===== config.mk =====
export PLATFORM = sky130hd
export DESIGN_NAME = mem_port_arbiter_flat
export DESIGN_NICKNAME = d
export VERILOG_FILES = /design/src/rtl/mem_port_arbiter_if.sv /design/src/rtl/mem_port_arbiter.sv /design/src/flat_wrapper.sv
export SDC_FILE = /design/constraint.sdc
export NUM_CORES = 1
export LEC_CHECK = 0
export BUFFER_PORTS_ARGS = -buffer_cell sky130_fd_sc_hd__buf_2
export CAP_MARGIN = 10
export CORE_MARGIN = 4
export CORE_UTILIZATION = 43
export DETAILED_ROUTE_END_ITERATION = 10
export PLACE_DENSITY_LB_ADDON = 0.15
export RECOVER_POWER = 25
export SLEW_MARGIN = 10
export SYNTH_ARGS = -nofsm -noshare
export SYNTH_HDL_FRONTEND = slang
export SYNTH_SLANG_ARGS = --single-unit

===== constraint.sdc =====
create_clock -name clk -period 1.85 [get_ports clk]
set_input_delay 0.4625 -clock clk [delete_from_list [all_inputs] [get_ports clk]]
set_output_delay 0.4625 -clock clk [all_outputs]
set_load 0.03 [all_outputs]

===== src/rtl/mem_port_arbiter_if.sv =====
// =============================================================================
// Module      : mem_port_arbiter_if
// Description : Fetch, load/store and memory-side bus bundle for mem_port_arbiter.
// Revision    : 1.0 - initial release
// =============================================================================
`default_nettype none

interface mem_port_arbiter_if;
    logic        if_req;
    logic [31:0] if_addr;
    logic        if_gnt;
    logic        if_rvalid;
    logic [31:0] if_rdata;

    logic        dm_req;
    logic        dm_we;
    logic [2:0]  dm_funct3;
    logic [31:0] dm_addr;
    logic [31:0] dm_wdata;
    logic        dm_gnt;
    logic        dm_rvalid;
    logic [31:0] dm_rdata;
    logic        dm_misalign;

    logic        mem_req;
    logic        mem_we;
    logic [3:0]  mem_be;
    logic [31:0] mem_addr;
    logic [31:0] mem_wdata;
    logic        mem_ready;
    logic [31:0] mem_rdata;

    // Arbiter side: serves the two requesters and masters the memory port.
    modport master (
        input  if_req, if_addr,
        output if_gnt, if_rvalid, if_rdata,
        input  dm_req, dm_we, dm_funct3, dm_addr, dm_wdata,
        output dm_gnt, dm_rvalid, dm_rdata, dm_misalign,
        output mem_req, mem_we, mem_be, mem_addr, mem_wdata,
        input  mem_ready, mem_rdata
    );

    // Environment side: requesters and the memory itself.
    modport slave (
        output if_req, if_addr,
        input  if_gnt, if_rvalid, if_rdata,
        output dm_req, dm_we, dm_funct3, dm_addr, dm_wdata,
        input  dm_gnt, dm_rvalid, dm_rdata, dm_misalign,
        input  mem_req, mem_we, mem_be, mem_addr, mem_wdata,
        output mem_ready, mem_rdata
    );
endinterface

`default_nettype wire


===== src/rtl/mem_port_arbiter.sv =====
// =============================================================================
// Module      : mem_port_arbiter
// Description : Fetch / load-store arbiter for one variable-latency memory port.
//               Optional misaligned-access trap: MEM_PORT_MISALIGN_TRAP_EN.
// Revision    : 1.0 - initial release
// =============================================================================
`default_nettype none

module mem_port_arbiter #(
    parameter int STARVE_LIMIT = 4
) (
    input  wire logic          clk,
    input  wire logic          rst_n,
    mem_port_arbiter_if.master bus
);
    localparam logic [3:0] c_starve_limit = STARVE_LIMIT[3:0];

    typedef enum logic [1:0] {
        IDLE    = 2'd0,
        BUSY_IF = 2'd1,
        BUSY_DM = 2'd2
    } state_t;

    state_t      r_state, w_state_nxt;
    logic [3:0]  r_starve_cnt;
    logic        r_mem_req, r_mem_we;
    logic [3:0]  r_mem_be;
    logic [31:0] r_mem_addr, r_mem_wdata;
    logic [2:0]  r_dm_funct3;
    logic [1:0]  r_dm_off;
    logic        r_if_rvalid, r_dm_rvalid;
    logic [31:0] r_if_rdata, r_dm_rdata;

    logic        w_if_gnt, w_dm_gnt, w_trap, w_misalign, w_done;
    logic [3:0]  w_st_be;
    logic [31:0] w_st_wdata, w_ld_data;
    logic [7:0]  w_ld_byte;
    logic [15:0] w_ld_half;
    logic [1:0]  w_unused_if_addr;

    assign w_unused_if_addr = bus.if_addr[1:0];
    assign w_done           = r_mem_req & bus.mem_ready;

`ifdef MEM_PORT_MISALIGN_TRAP_EN
    logic r_dm_misalign;
    assign w_misalign = ((bus.dm_funct3 == 3'b001 || (!bus.dm_we && bus.dm_funct3 == 3'b101))
                         && bus.dm_addr[0])
                      || (bus.dm_funct3 == 3'b010 && bus.dm_addr[1:0] != 2'b00);
    assign bus.dm_misalign = r_dm_misalign;
`else
    assign w_misalign      = 1'b0;
    assign bus.dm_misalign = 1'b0;
`endif

    always_ff @(posedge clk) begin
        if (!rst_n) r_state <= IDLE;
        else        r_state <= w_state_nxt;
    end

    // Grants are gated by rst_n so a request seen during reset is never lost.
    always_comb begin
        w_state_nxt = r_state;
        w_if_gnt    = 1'b0;
        w_dm_gnt    = 1'b0;
        w_trap      = 1'b0;
        case (r_state)
            IDLE: begin
                if (rst_n) begin
                    if (bus.dm_req && !(bus.if_req && r_starve_cnt == c_starve_limit)) begin
                        w_dm_gnt = 1'b1;
                        if (w_misalign) w_trap      = 1'b1;
                        else            w_state_nxt = BUSY_DM;
                    end else if (bus.if_req) begin
                        w_if_gnt    = 1'b1;
                        w_state_nxt = BUSY_IF;
                    end
                end
            end
            BUSY_IF, BUSY_DM: begin
                if (w_done) w_state_nxt = IDLE;
            end
            default: w_state_nxt = IDLE;
        endcase
    end

    always_comb begin
        w_st_be    = 4'b1111;
        w_st_wdata = bus.dm_wdata;
        case (bus.dm_funct3)
            3'b000: begin
                w_st_be    = 4'b0001 << bus.dm_addr[1:0];
                w_st_wdata = {4{bus.dm_wdata[7:0]}};
            end
            3'b001: begin
                w_st_be    = bus.dm_addr[1] ? 4'b1100 : 4'b0011;
                w_st_wdata = {2{bus.dm_wdata[15:0]}};
            end
            default: ;
        endcase
    end

    always_comb begin
        w_ld_byte = bus.mem_rdata[7:0];
        case (r_dm_off)
            2'd1:    w_ld_byte = bus.mem_rdata[15:8];
            2'd2:    w_ld_byte = bus.mem_rdata[23:16];
            2'd3:    w_ld_byte = bus.mem_rdata[31:24];
            default: ;
        endcase
        w_ld_half = r_dm_off[1] ? bus.mem_rdata[31:16] : bus.mem_rdata[15:0];
        case (r_dm_funct3)
            3'b000:  w_ld_data = {{24{w_ld_byte[7]}}, w_ld_byte};
            3'b100:  w_ld_data = {24'd0, w_ld_byte};
            3'b001:  w_ld_data = {{16{w_ld_half[15]}}, w_ld_half};
            3'b101:  w_ld_data = {16'd0, w_ld_half};
            default: w_ld_data = bus.mem_rdata;
        endcase
    end

    // Fetch starvation is counted only across real data grants; traps do not count.
    always_ff @(posedge clk) begin
        if (!rst_n) begin
            r_starve_cnt <= 4'd0;
        end else if (w_if_gnt) begin
            r_starve_cnt <= 4'd0;
        end else if (w_dm_gnt && !w_trap && bus.if_req) begin
            if (r_starve_cnt < c_starve_limit) r_starve_cnt <= r_starve_cnt + 4'd1;
        end else if (r_state == IDLE && !bus.if_req) begin
            r_starve_cnt <= 4'd0;
        end
    end

    always_ff @(posedge clk) begin
        if (!rst_n) begin
            r_mem_req   <= 1'b0;
            r_mem_we    <= 1'b0;
            r_mem_be    <= 4'd0;
            r_mem_addr  <= 32'd0;
            r_mem_wdata <= 32'd0;
            r_dm_funct3 <= 3'd0;
            r_dm_off    <= 2'd0;
            r_if_rvalid <= 1'b0;
            r_dm_rvalid <= 1'b0;
            r_if_rdata  <= 32'd0;
            r_dm_rdata  <= 32'd0;
`ifdef MEM_PORT_MISALIGN_TRAP_EN
            r_dm_misalign <= 1'b0;
`endif
        end else begin
            r_if_rvalid <= 1'b0;
            r_dm_rvalid <= 1'b0;
            if (w_if_gnt) begin
                r_mem_req   <= 1'b1;
                r_mem_we    <= 1'b0;
                r_mem_be    <= 4'b1111;
                r_mem_addr  <= {bus.if_addr[31:2], 2'b00};
                r_mem_wdata <= 32'd0;
            end else if (w_dm_gnt && !w_trap) begin
                r_mem_req   <= 1'b1;
                r_mem_we    <= bus.dm_we;
                r_mem_be    <= bus.dm_we ? w_st_be : 4'b1111;
                r_mem_addr  <= {bus.dm_addr[31:2], 2'b00};
                r_mem_wdata <= bus.dm_we ? w_st_wdata : 32'd0;
                r_dm_funct3 <= bus.dm_funct3;
                r_dm_off    <= bus.dm_addr[1:0];
            end else if (w_trap) begin
                r_dm_rvalid <= 1'b1;
                r_dm_rdata  <= 32'd0;
`ifdef MEM_PORT_MISALIGN_TRAP_EN
                r_dm_misalign <= 1'b1;
`endif
            end else if (w_done) begin
                r_mem_req <= 1'b0;
                if (r_state == BUSY_IF) begin
                    r_if_rvalid <= 1'b1;
                    r_if_rdata  <= bus.mem_rdata;
                end else begin
                    r_dm_rvalid <= 1'b1;
                    r_dm_rdata  <= r_mem_we ? 32'd0 : w_ld_data;
`ifdef MEM_PORT_MISALIGN_TRAP_EN
                    r_dm_misalign <= 1'b0;
`endif
                end
            end
        end
    end

    assign bus.if_gnt    = w_if_gnt;
    assign bus.dm_gnt    = w_dm_gnt;
    assign bus.if_rvalid = r_if_rvalid;
    assign bus.if_rdata  = r_if_rdata;
    assign bus.dm_rvalid = r_dm_rvalid;
    assign bus.dm_rdata  = r_dm_rdata;
    assign bus.mem_req   = r_mem_req;
    assign bus.mem_we    = r_mem_we;
    assign bus.mem_be    = r_mem_be;
    assign bus.mem_addr  = r_mem_addr;
    assign bus.mem_wdata = r_mem_wdata;

endmodule

`default_nettype wire


===== src/flat_wrapper.sv =====
// flat-port wrapper written by rule: the top's interface ports become plain ports
module mem_port_arbiter_flat 
#(
    parameter int STARVE_LIMIT = 4
)
  (clk, rst_n, bus_if_req, bus_if_addr, bus_if_gnt, bus_if_rvalid, bus_if_rdata, bus_dm_req, bus_dm_we, bus_dm_funct3, bus_dm_addr, bus_dm_wdata, bus_dm_gnt, bus_dm_rvalid, bus_dm_rdata, bus_dm_misalign, bus_mem_req, bus_mem_we, bus_mem_be, bus_mem_addr, bus_mem_wdata, bus_mem_ready, bus_mem_rdata);
  mem_port_arbiter_if bus_i ();
  input  wire logic clk;
  input  wire logic rst_n;
  input wire logic [$bits(bus_i.if_req)-1:0] bus_if_req;
  input wire logic [$bits(bus_i.if_addr)-1:0] bus_if_addr;
  output wire logic [$bits(bus_i.if_gnt)-1:0] bus_if_gnt;
  output wire logic [$bits(bus_i.if_rvalid)-1:0] bus_if_rvalid;
  output wire logic [$bits(bus_i.if_rdata)-1:0] bus_if_rdata;
  input wire logic [$bits(bus_i.dm_req)-1:0] bus_dm_req;
  input wire logic [$bits(bus_i.dm_we)-1:0] bus_dm_we;
  input wire logic [$bits(bus_i.dm_funct3)-1:0] bus_dm_funct3;
  input wire logic [$bits(bus_i.dm_addr)-1:0] bus_dm_addr;
  input wire logic [$bits(bus_i.dm_wdata)-1:0] bus_dm_wdata;
  output wire logic [$bits(bus_i.dm_gnt)-1:0] bus_dm_gnt;
  output wire logic [$bits(bus_i.dm_rvalid)-1:0] bus_dm_rvalid;
  output wire logic [$bits(bus_i.dm_rdata)-1:0] bus_dm_rdata;
  output wire logic [$bits(bus_i.dm_misalign)-1:0] bus_dm_misalign;
  output wire logic [$bits(bus_i.mem_req)-1:0] bus_mem_req;
  output wire logic [$bits(bus_i.mem_we)-1:0] bus_mem_we;
  output wire logic [$bits(bus_i.mem_be)-1:0] bus_mem_be;
  output wire logic [$bits(bus_i.mem_addr)-1:0] bus_mem_addr;
  output wire logic [$bits(bus_i.mem_wdata)-1:0] bus_mem_wdata;
  input wire logic [$bits(bus_i.mem_ready)-1:0] bus_mem_ready;
  input wire logic [$bits(bus_i.mem_rdata)-1:0] bus_mem_rdata;
  assign bus_i.if_req = bus_if_req;
  assign bus_i.if_addr = bus_if_addr;
  assign bus_if_gnt = bus_i.if_gnt;
  assign bus_if_rvalid = bus_i.if_rvalid;
  assign bus_if_rdata = bus_i.if_rdata;
  assign bus_i.dm_req = bus_dm_req;
  assign bus_i.dm_we = bus_dm_we;
  assign bus_i.dm_funct3 = bus_dm_funct3;
  assign bus_i.dm_addr = bus_dm_addr;
  assign bus_i.dm_wdata = bus_dm_wdata;
  assign bus_dm_gnt = bus_i.dm_gnt;
  assign bus_dm_rvalid = bus_i.dm_rvalid;
  assign bus_dm_rdata = bus_i.dm_rdata;
  assign bus_dm_misalign = bus_i.dm_misalign;
  assign bus_mem_req = bus_i.mem_req;
  assign bus_mem_we = bus_i.mem_we;
  assign bus_mem_be = bus_i.mem_be;
  assign bus_mem_addr = bus_i.mem_addr;
  assign bus_mem_wdata = bus_i.mem_wdata;
  assign bus_i.mem_ready = bus_mem_ready;
  assign bus_i.mem_rdata = bus_mem_rdata;
  mem_port_arbiter #(.STARVE_LIMIT(STARVE_LIMIT)) u_core (.clk(clk), .rst_n(rst_n), .bus(bus_i));
endmodule

Yosys cells after proc, flatten, opt, wreduce, memory -nomap -nowiden --
Cells that the tools add are included.
Operators by class: reductions and logical operators 20, magnitude comparators 1, muxes and demuxes 32, bitwise logic cells 6, add/sub/neg operators 1, equality and inequality tests 13, shift-type cells 1
Operators with widths (number):
- 32-bit two-way mux | 4
- 32-bit case mux with 4 select lines | 1
- 32-bit case mux with 2 select lines | 1
- 4-bit two-way mux | 7
- 8-bit case mux with 3 select lines | 1
- 16-bit two-way mux | 1
- 1-bit two-way mux | 12
- 4-bit case mux with 2 select lines | 1
- 4-bit AND reduction | 2
- 2-bit equality test, second input constant | 3
- 3-bit by 1-bit equality test with 1-bit output, second input constant | 2
- 3-bit equality test, second input constant | 2
- 3-bit zero test | 2
- 2-bit two-way mux | 3
- 2-bit AND reduction | 3
- 1-bit inverter | 5
- 4-bit by 1-bit adder with 4-bit output, second input constant | 1
- 2-bit by 1-bit equality test with 1-bit output, second input constant | 2
- 4-bit by 3-bit equality test with 1-bit output, second input constant | 1
- 1-bit logical AND | 4
- 4-bit by 3-bit less-than comparator with 1-bit output, second input constant | 1
- 2-bit case mux with 2 select lines | 1
- 2-bit nonzero test | 2
- 2-bit OR reduction | 2
- 9 further kinds | 10
Word-level totals: register bits after elaboration 145, output and inout port bits 139, input bits 137, logic and storage cells 87

Logic depth before layout (Yosys ltp) --
depth in word-level cells 10, depth in mapped cells 11, mapped depth without buffers 7

Worst setup path after synthesis --
No wires, ideal clock.
path kind register to output, from register u_core.r_state[0], to output bus_dm_gnt, buffers on the path 4, slack -0.066 ns, stages on the path, launching flop included 10, arrival time 1.453 ns, cells stage by stage dfxtp_1 > inv_1 > ha_1 > buf_4 > nand3_2 > nand2b_1 > buf_2 > inv_2 > buf_4 > buf_2
Between the ends: longest elaborated chain between the ends 2
Ends and longest elaborated chain:
- start, declared | RTL line mem_port_arbiter.sv:24 | state_t r_state, w_state_nxt;
- start signal, assigned | RTL line mem_port_arbiter.sv:57 | else r_state <= w_state_nxt;
- 2-bit zero test | RTL line mem_port_arbiter.sv:66 | case (r_state)
- 1-bit two-way mux | RTL line mem_port_arbiter.sv:66
- end, declared | RTL line flat_wrapper.sv:20 | output wire logic [$bits(bus_i.dm_gnt)-1:0] bus_dm_gnt;
Every way passes these cells.

Worst setup path after layout --
from register u_core.r_starve_cnt[0], to output bus_if_gnt
Between the ends: longest elaborated chain between the ends 7
Ends and longest elaborated chain:
- start, declared | RTL line mem_port_arbiter.sv:25 | logic [3:0] r_starve_cnt;
- start signal, assigned | RTL line mem_port_arbiter.sv:127 | if (r_starve_cnt < c_starve_limit) r_starve_cnt <= r_starve_cnt + 4'd1;
- 4-bit by 3-bit equality test with 1-bit output | RTL line mem_port_arbiter.sv:69 | if (bus.dm_req && !(bus.if_req && r_starve_cnt == c_starve_limit)) begin
- 1-bit logical AND | RTL line mem_port_arbiter.sv:69
- 1-bit zero test | RTL line mem_port_arbiter.sv:69
- 1-bit logical AND | RTL line mem_port_arbiter.sv:69
- 1-bit two-way mux | RTL line mem_port_arbiter.sv:69
- 1-bit two-way mux | RTL line mem_port_arbiter.sv:68 | if (rst_n) begin
- 1-bit two-way mux | RTL line mem_port_arbiter.sv:66
- end, declared | RTL line flat_wrapper.sv:12 | output wire logic [$bits(bus_i.if_gnt)-1:0] bus_if_gnt;
Every way passes these cells.

==> impl_results.md <==
* Status: finished with violations
* Failing checks: setup timing
* CP max FO at 2
* Row count at 44
* Die Span Y at around 130 um
* TritonCTS buffer count at 17
* Largest net degree at the start of global routing at 50
* Fill count at about 1400
* Post-synth top area share at 0.455
* Rel. slew slack at 0.597
* Asr flop ratio synth at 0
* Skew final at approximately 13 ps
* Share of post-route cells with drive strength above 1 at 0.396
* Placed cell areas at between 0.008 and 0.009 mm2
* TritonCTS clock tree: yes
* Kind of end point of the critical path: output pin
* Leakage Power at a little under 0.004 uW
* Min-delay worst type: in -> reg
* Crit Path Class: reg -> out
* First-pass detailed-route iteration total at 7
* H-tree depth at 4
* Root buffer cell: clkbuf_16
* Hold Fails Final Rpt at 0
* Top_reg_cell synth: dfxtp_1
* Vias at 6378
* Start point of the critical path: u_core.r_starve_cnt[0]$_SDFFE_PP0P_
* Number of global-route vias before repair at between 5000 and 6000
* CTS clk-pin slew, worst paths at 60 ps
* Crit path DAT at 1500 ps
* Max-cap violation count at 0
* Hold slack at about 280 ps
* Unrepaired setup endpoints after global routing: yes
* Core area at approximately 0.015 mm2
* Initial detailed-routing violation count at about 460
* Count leader, synth: dfxtp_1
* Yosys reg bits at between 100 and 150
* DPL Wire Length at ~15000 um
* All-Layer GR Usage at 0.241
* Pwr dens at ~1000 mW/mm2
* Fmax at 509 MHz
* Top post-synthesis cells by count: dfxtp_1 (145), nand2_1 (132), a21oi_1 (98), nor2_1 (36), o21ai_0 (28)
* Yosys warns at 0
* Initial antenna violation count at 0
* Setup ws final at -116 ps
* Clock Path Buffers at 2
* GRT Residual Overflow at 0
* Worst slack at placement at -28.6 ps
* CP Data Required Time at ~1400 ps
* Port bufs at 270
* Worst vdd ir at ~0.64 mV
* Initial Util at 0.439
* Avg Inst Size Synth at roughly 8.9 um2
* Number of enable flip-flop cells after synthesis at 0
* Period utilisation layout at 1.06
* Antenna-violating nets left at 0
* Design Area, Final at 0.00877 mm2
* Die width at 130 um
* Post-route minimum period at 1970 ps
* First-pass GRT wire length at roughly 32000 um
* Final setup viols at 2
* Synth area leaders: dfxtp_1 (45%), nand2_1 (7.8%), a21oi_1 (7.7%)
* Slew Limit Fails at 0
* Area Growth Syn to Fin at 37.4%
* WL/cell at between 15 and 20 um
* Library cells used by synthesis at 64
* Final wirelength at between 20000 and 25000 um
* Slew @ Worst Pin at slightly above 600 ps
* Hold_sp: bus_dm_addr[26]
* N_diodes at 0
* Clock Sinks at 145
* IO Pins at approximately 280
* Worst skew pair latency at 410 ps
* Synth Instances at between 700 and 800
* Vias/cell at roughly 5.4
* Final setup TNS at -159 ps
* Total Nets Final at between 1000 and 1500
* Post-Syn Area at between 0.006 and 0.007 mm2
* GPL Wtd Cong at 0.880
* Reg-to-Reg Start: u_core.r_starve_cnt[1]$_SDFFE_PP0P_
* # DRC at 0
* Setup crit start kind: flip-flop
* Die ar. at approximately 0.017 mm2
* Register area share after synthesis at 0.455
* Top cell type by total area after synthesis: dfxtp_1
==> per-stage QoR <==
stage               utilization  power, uW  std cells
floorplan                     -       4710        718
global placement          0.552       5340       1152
detailed placement        0.552       5360       1152
CTS                       0.602       9130       1189
global route              0.603       9450       1189
finish                    0.603       9050       1189
==> final timing paths <==
path	slack [ps]	end	cells after the start
hold / removal	280	u_core.bus.mem_addr[26]$_SDFFE_PN0P_	3
setup reg to reg	100	u_core.bus.mem_addr[31]$_SDFFE_PN0P_	9
setup / recovery	-120	bus_if_gnt	6
hold reg to reg	450	u_core.bus.mem_wdata[1]$_SDFFE_PP0P_	2
==> flip-flops by register name, indices dropped and copies added, names as in the netlist, 2 cells and up <==
register,count
u_core.r_state,2
u_core.bus.mem_addr,30
u_core.r_starve_cnt,4
u_core.r_dm_off,2
u_core.bus.mem_wdata,32
u_core.bus.if_rdata,32
u_core.bus.dm_rdata,32
u_core.r_dm_funct3,3
u_core.bus.mem_be,4
==> logic make-up after synthesis <==
group	Yosys count	share of synthesized area
AO/OA/AOI/OAI	215	0.225
XOR/XNOR	1	0.00137
buffers and inverters	71	0.0598
flip-flops	145	0.455
AND/OR/NAND/NOR	237	0.177
other	1	0.000588
multiplexers	42	0.0731
adder cells (fa/ha/maj)	4	0.00784
==> power breakdown <==
| group | switching (uW) | total (uW) | internal (uW) |
|---|---|---|---|
| logic | 1160 | 1930 | 768 |
| clock network | 1280 | 3710 | 2430 |
| registers | 112 | 3420 | 3310 |
==> final cells by class <==
| type | instances | area, um2 | area share |
|---|---|---|---|
| multi-input combinational | 502 | 3140 | 0.358 |
| sequential | 145 | 2910 | 0.332 |
| timing repair buffer | 316 | 1810 | 0.207 |
| clock buffer | 22 | 454 | 0.0518 |
| tap | 184 | 230 | 0.0263 |
| clock inverter | 9 | 180 | 0.0206 |
| inverter | 11 | 43.8 | 0.00500 |
==> repair_timing <==
| item | CTS | global route |
|---|---|---|
| endpoints found under the setup margin | 2 | 23 |
| pin swaps | 2 | 3 |
| hold buffers | 0 | 0 |
| setup buffers | 6 | 1 |
| gates resized for setup | 17 | 6 |
==> critical path, cell delays in order, from the launching register on <==
cell and delay (ps):
dfxtp_2 340, inv_2 50, ha_4 150, and4b_4 190, o21ai_4 160, inv_2 80
buf_6 140
==> per-layer routing <==
layer / vias to the layer above / wire length [um] / track usage
li1: 3096 / - / -
met1: 2963 / 8320 / 0.294
met2: 289 / 10100 / 0.399
met3: 30 / 2010 / 0.0827
met4: 0 / 493 / 0.0831
met5: - / 0 / 0
==> cell usage in the layout, fill, tap and decap left out, drive strengths merged, types with 4 or more instances in the layout <==
cell    count
a22o       22
nor2       37
nand2     132
bufinv      5
a21oi      98
a22oi       8
mux2       24
o21ai      33
buf       315
a221oi      7
o211ai     10
clkbuf     23
nand3      20
nand2b     11
a222oi     21
ha          4
mux2i      17
or2b       10
inv        11
dfxtp     145
Note: power is estimated with default switching activity, not from simulation.
